File: src/rtl/serial_add_ctrl_pkg.sv
// Shared definitions for the bit-serial adder controller.
//   state_e : controller state encoding (IDLE / RUN / DONE)
package serial_add_ctrl_pkg;

   typedef enum logic [1:0] {
      ST_IDLE = 2'd0,
      ST_RUN  = 2'd1,
      ST_DONE = 2'd2
   } state_e;

endpackage : serial_add_ctrl_pkg

File: src/rtl/serial_fa_cell.sv
// Combinational full-add bit cell used by the bit-serial adder.
// It is built from two half adders, and an OR gate merges their carries.
//   serial_ha      : x, y       -> s = x^y,     c = x&y
//   serial_fa_cell : x, y, cin  -> s = x^y^cin, cout = majority(x, y, cin)
module serial_ha (
   input  logic x,
   input  logic y,
   output logic s,
   output logic c
);

   assign s = x ^ y;
   assign c = x & y;

endmodule : serial_ha

module serial_fa_cell (
   input  logic x,
   input  logic y,
   input  logic cin,
   output logic s,
   output logic cout
);

   logic s0;
   logic c0;
   logic c1;

   serial_ha u_ha0 (.x(x),  .y(y),   .s(s0), .c(c0));
   serial_ha u_ha1 (.x(s0), .y(cin), .s(s),  .c(c1));

   // The two half-adder carries can never both be 1, so OR equals majority.
   assign cout = c0 | c1;

endmodule : serial_fa_cell

File: src/rtl/serial_add_ctrl.sv
// Bit-serial adder controller. It adds two WIDTH-bit operands one bit per
// clock, LSB first, through a single shared full-add cell and a registered
// carry.
//   clk, rst             : clock, synchronous active-high reset
//   req_valid/req_ready  : operand handshake (a, b sampled on it)
//   rsp_valid/rsp_ready  : result handshake (sum, cout held while waiting)
//   sum, cout            : registered result, a+b mod 2^WIDTH and carry out
//   busy                 : high while bits are being processed
module serial_add_ctrl
   import serial_add_ctrl_pkg::*;
#(
   parameter int WIDTH = 8
) (
   input  logic             clk,
   input  logic             rst,
   input  logic             req_valid,
   output logic             req_ready,
   input  logic [WIDTH-1:0] a,
   input  logic [WIDTH-1:0] b,
   output logic             rsp_valid,
   input  logic             rsp_ready,
   output logic [WIDTH-1:0] sum,
   output logic             cout,
   output logic             busy
);

   localparam int CNT_W = $clog2(WIDTH) + 1;
   localparam logic [CNT_W-1:0] LAST_BIT = CNT_W'(WIDTH - 1);

   state_e           state_q, state_d;
   logic [WIDTH-1:0] a_sh_q,  a_sh_d;
   logic [WIDTH-1:0] b_sh_q,  b_sh_d;
   logic [WIDTH-1:0] sum_q,   sum_d;
   logic [CNT_W-1:0] cnt_q,   cnt_d;
   logic             carry_q, carry_d;
   logic             cout_q,  cout_d;

   logic fa_s;
   logic fa_c;

   serial_fa_cell u_fa (
      .x    (a_sh_q[0]),
      .y    (b_sh_q[0]),
      .cin  (carry_q),
      .s    (fa_s),
      .cout (fa_c)
   );

   always_comb begin
      // NOTE: every signal written here gets a default first, so no path leaves one unassigned and no latch is inferred.
      state_d   = state_q;
      a_sh_d    = a_sh_q;
      b_sh_d    = b_sh_q;
      sum_d     = sum_q;
      cnt_d     = cnt_q;
      carry_d   = carry_q;
      cout_d    = cout_q;
      req_ready = 1'b0;
      rsp_valid = 1'b0;
      busy      = 1'b0;

      case (state_q)
         ST_IDLE: begin
            req_ready = 1'b1;
            if (req_valid) begin
               a_sh_d  = a;
               b_sh_d  = b;
               sum_d   = '0;
               cnt_d   = '0;
               carry_d = 1'b0;
               cout_d  = 1'b0;
               state_d = ST_RUN;
            end
         end

         ST_RUN: begin
            busy    = 1'b1;
            // The new bit enters at the MSB. After WIDTH shifts the LSB sum bit reaches bit 0.
            sum_d            = sum_q >> 1;
            sum_d[WIDTH-1]   = fa_s;
            a_sh_d           = a_sh_q >> 1;
            b_sh_d           = b_sh_q >> 1;
            carry_d          = fa_c;
            cnt_d            = cnt_q + CNT_W'(1);
            if (cnt_q == LAST_BIT) begin
               cout_d  = fa_c;
               state_d = ST_DONE;
            end
         end

         ST_DONE: begin
            rsp_valid = 1'b1;
            if (rsp_ready) begin
               state_d = ST_IDLE;
            end
         end

         default: state_d = ST_IDLE;
      endcase
   end

   always_ff @(posedge clk) begin
      // NOTE: state registers use non-blocking assignment, so every flop samples the pre-edge values.
      if (rst) begin
         state_q <= ST_IDLE;
         a_sh_q  <= '0;
         b_sh_q  <= '0;
         sum_q   <= '0;
         cnt_q   <= '0;
         carry_q <= 1'b0;
         cout_q  <= 1'b0;
      end else begin
         state_q <= state_d;
         a_sh_q  <= a_sh_d;
         b_sh_q  <= b_sh_d;
         sum_q   <= sum_d;
         cnt_q   <= cnt_d;
         carry_q <= carry_d;
         cout_q  <= cout_d;
      end
   end

   assign sum  = sum_q;
   assign cout = cout_q;

endmodule : serial_add_ctrl

File: config.mk
export PLATFORM = sky130hd
export DESIGN_NAME = serial_add_ctrl
export DESIGN_NICKNAME = d
export VERILOG_FILES = /design/src/rtl/serial_add_ctrl_pkg.sv /design/src/rtl/serial_fa_cell.sv /design/src/rtl/serial_add_ctrl.sv
export SDC_FILE = /design/constraint.sdc
export NUM_CORES = 1
export LEC_CHECK = 0
export CAP_MARGIN = 0
export CORE_AREA = 10 10 73 69
export CTS_CLUSTER_SIZE = 10
export DETAILED_ROUTE_END_ITERATION = 7
export DIE_AREA = 0 0 83 79
export HOLD_SLACK_MARGIN = 0.15
export PLACE_DENSITY = 0.7
export REMOVE_ABC_BUFFERS = 1
export SLEW_MARGIN = 20
export SYNTH_ARGS = -nofsm -noshare
export SYNTH_HDL_FRONTEND = slang
export SYNTH_SLANG_ARGS = --single-unit
File: constraint.sdc
create_clock -name clk -period 1.9 [get_ports clk]
set_clock_uncertainty 0.2 [all_clocks]
set_input_delay 0.38 -clock clk [delete_from_list [all_inputs] [get_ports clk]]
set_output_delay 0.38 -clock clk [all_outputs]
set_load 0.005 [all_outputs]
==> impl_results.rst <==
.. list-table::
   :header-rows: 1

   * - Metric
     - Value
   * - Placed cells
     - 228
   * - Area overhead of the layout relative to synthesis
     - 33.6%
   * - IO buf count
     - 31
   * - Post-CTS Hold Buffers
     - 0
   * - CTS tree
     - built
   * - Die Y
     - 79 um
   * - Netlist Area Pre-Place
     - 1360 um^2
   * - Number of failing setup endpoints in the final timing report
     - 0
   * - Cts bufs inserted
     - 5
   * - Drt initial violations
     - 102
   * - # clock sinks
     - 32
   * - Tightest Hold Check Type
     - reg2reg
   * - Chip Width
     - 83 um
   * - Vias in the first global route
     - 1,211
   * - Worst Setup End Kind
     - output port
   * - Starting density of the core
     - 38.1%
   * - Leakage Power
     - 0.715 nW
   * - Leftover overflow at the end of global routing
     - 0
   * - Number of max-slew violations in the final report
     - 0
   * - Final worst path period need
     - 1730 ps
   * - Critical Path Max Stage Delay
     - 530 ps
   * - Number of vias per cell after detailed routing
     - 5.14
   * - DP Area
     - 1710 um^2
   * - NumNets Final
     - 212
   * - Highest attainable clock frequency
     - 579 MHz
   * - Post-detailed-routing wire length
     - 3.28 mm
   * - Count of vias placed by the detailed router
     - 1,217
   * - Run status
     - finished clean
   * - Number of storage elements in the synthesis netlist
     - 32
   * - Slew of the pin with the lowest slew margin
     - 390 ps
   * - Antenna violations before repair
     - 0
   * - Final Core Density
     - 50.9%
   * - Crit path setup slack, layout
     - 172 ps
   * - Library cells used by synthesis
     - 28
   * - Setup TNS Final
     - 0 ps
   * - Post-route clock period utilization
     - 91.0%
   * - Cells traversed along the worst timing path
     - clkdlybuf4s50_1
   * - Yosys top cell by area
     - sky130_fd_sc_hd__dfxtp_1
   * - Number of H-tree levels
     - 2
   * - Number of endpoints with negative hold slack in the final report
     - 0
   * - Number of nets still failing antenna checks after routing
     - 0
   * - Global Route Usage Sum
     - 9.72%
   * - Post-placement setup slack
     - -60.8 ps
   * - Worst VDD drop
     - 0.446 mV
   * - Non-filler instance count after layout
     - 237
   * - Critical Path AT
     - 1150 ps
   * - Biggest fanout along the worst timing path
     - 3
   * - Final design area excluding fillers
     - 1820 um^2
   * - Number of top-level pins
     - 32
   * - Per-instance average area after synthesis
     - 8.62 um^2
   * - CTS Root Cell
     - sky130_fd_sc_hd__clkbuf_8
   * - Area enclosed by the die boundary
     - 6560 um^2
   * - Clock latency on the worst-skew pair
     - 270 ps
   * - Global-route wire length before repair
     - 5.47 mm
   * - Synth top area cells
     - sky130_fd_sc_hd__dfxtp_1 (47%), sky130_fd_sc_hd__a211oi_1 (8.3%), sky130_fd_sc_hd__nor2_1 (7.4%), sky130_fd_sc_hd__a22oi_1 (6.1%), sky130_fd_sc_hd__a21oi_1 (5.9%)
   * - Router iterations before antenna repair
     - 4
   * - Standard cell core area
     - 3570 um^2
   * - Row count
     - 21
   * - Fraction of layout instances using a drive strength above 1
     - 11.5%
   * - Maximum buffer depth of the clock tree
     - 2
   * - Gate family responsible for the most delay along the worst path
     - buffers and inverters
   * - Depth of the worst register-to-register path
     - 4
   * - Instance count of the mapped netlist
     - 158
   * - Logic depth of the worst path, buffers included
     - 1
   * - Power density over the cells
     - 791 nW/um^2
   * - Clk slew on worst S/H paths
     - 60 ps
   * - Unrepaired setup endpoints after global routing
     - false
   * - WL/cell
     - 13.8 um
   * - Type of element launching the critical path
     - flip-flop
   * - Placed wire-length estimate
     - 2.35 mm
   * - Slowest library cell on the worst path
     - sky130_fd_sc_hd__clkdlybuf4s50_1
   * - Max cap viols
     - 0
   * - Total power of the final layout
     - 1.44 mW
   * - Required time worst endpoint
     - 1320 ps
   * - Crit path kind
     - reg2out
   * - Hold depth
     - 2
   * - Pin count of the biggest net entering global routing
     - 31
   * - Syn. warnings
     - 0
   * - Headroom to the max-slew limit
     - 74.0%
   * - Worst hold slack after final layout
     - 292 ps
   * - Seq/Total Area, Yosys
     - 47.0%
   * - Diodes inserted
     - 0
   * - Synth top area share
     - 47.0%
   * - Placer congestion estimate
     - 0.724
   * - Final routed DRC violation total
     - 0
   * - Crit path buf inv count
     - 1
## cells in the final DEF (no fill, tap or decap), types with 3 or more instances in the layout
cell,n
sky130_fd_sc_hd__nor2b_1,3
sky130_fd_sc_hd__a21oi_1,16
sky130_fd_sc_hd__nor2_1,27
sky130_fd_sc_hd__nand2_1,19
sky130_fd_sc_hd__clkbuf_8,6
sky130_fd_sc_hd__a22oi_1,11
sky130_fd_sc_hd__buf_4,6
sky130_fd_sc_hd__a211oi_1,15
sky130_fd_sc_hd__clkdlybuf4s50_1,28
sky130_fd_sc_hd__nand3_1,3
sky130_fd_sc_hd__dfxtp_1,30
## power breakdown
group          total [mW]  leakage [nW]  internal, mW  switching (mW)
logic               0.198         0.407        0.0975           0.100
clock network       0.515        0.0455         0.295           0.221
registers           0.726         0.263         0.706          0.0206
## cells in the mapped netlist
library cell,number
sky130_fd_sc_hd__nand2_1,19
sky130_fd_sc_hd__clkbuf_1,4
sky130_fd_sc_hd__inv_4,1
sky130_fd_sc_hd__buf_2,4
sky130_fd_sc_hd__ha_1,1
sky130_fd_sc_hd__a22oi_1,11
sky130_fd_sc_hd__o21bai_2,1
sky130_fd_sc_hd__inv_1,1
sky130_fd_sc_hd__nand2b_1,1
sky130_fd_sc_hd__o211a_1,1
sky130_fd_sc_hd__a21oi_1,16
sky130_fd_sc_hd__nor2b_1,4
sky130_fd_sc_hd__nor3_1,1
sky130_fd_sc_hd__a311oi_2,1
sky130_fd_sc_hd__nor2_1,27
sky130_fd_sc_hd__a211oi_1,15
sky130_fd_sc_hd__and3b_1,1
sky130_fd_sc_hd__nand3_1,3
sky130_fd_sc_hd__nand3b_1,1
sky130_fd_sc_hd__dfxtp_1,32
sky130_fd_sc_hd__buf_4,3
sky130_fd_sc_hd__o21ba_2,1
sky130_fd_sc_hd__fa_1,1
sky130_fd_sc_hd__a31oi_1,2
sky130_fd_sc_hd__or3_1,1
sky130_fd_sc_hd__or2_2,1
sky130_fd_sc_hd__buf_6,2
sky130_fd_sc_hd__o22ai_1,2
## state kept, by name (all words and copies together) (netlist names)
| register | cells |
|---|---|
| cout | 1 |
| cnt_q | 4 |
| a_sh_q | 8 |
| sum | 8 |
| carry_q | 1 |
| state_q | 2 |
| b_sh_q | 8 |
## timing repair
item / CTS / global route
buffers inserted: 0 / 1
gates resized for setup: 6 / 2
gates cloned: 0 / 0
endpoints found under the setup margin: 3 / 1
## path summary, 6_finish.rpt
kind | startpoint | to | slack, ps
max | cout$_SDFFE_PP0P_ | cout | 170
max reg2reg | state_q[1]$_SDFFE_PP0P_ | a_sh_q[1]$_SDFFE_PP0P_ | 330
min | b_sh_q[7]$_SDFFE_PP0P_ | b_sh_q[7]$_SDFFE_PP0P_ | 290
min reg2reg | b_sh_q[7]$_SDFFE_PP0P_ | b_sh_q[7]$_SDFFE_PP0P_ | 290
## logic make-up (layout without fill, tap and decap cells)
| logic type | count (synthesis) | count (layout) | share of synthesized area [%] |
|---|---|---|---|
| and+or+nand+nor | 59 | 59 | 18.5 |
| buffers and inverters | 15 | 48 | 6.61 |
| AOI/OAI and AO/OA | 50 | 50 | 25.4 |
| DFF | 32 | 32 | 47.0 |
| adders and majority gates | 2 | 2 | 2.39 |
## metal layers
metal | GRT usage, % | share of wire (%)
met4 | 3.57 | 0.40
met2 | 16.2 | 51
met5 | 0 | 0
met1 | 11.8 | 44
met3 | 2.55 | 4.5
## layout make-up
| type | instances | area (um^2) |
|---|---|---|
| Multi-Input combinational cell | 111 | 642 |
| Inverter | 2 | 10.0 |
| Tap cell | 46 | 57.6 |
| Fill cell | 344 | 1750 |
| Clock buffer | 8 | 90.1 |
| Timing Repair Buffer | 38 | 375 |
| Sequential cell | 32 | 646 |
No activity file was read; power rests on OpenSTA's default activity.
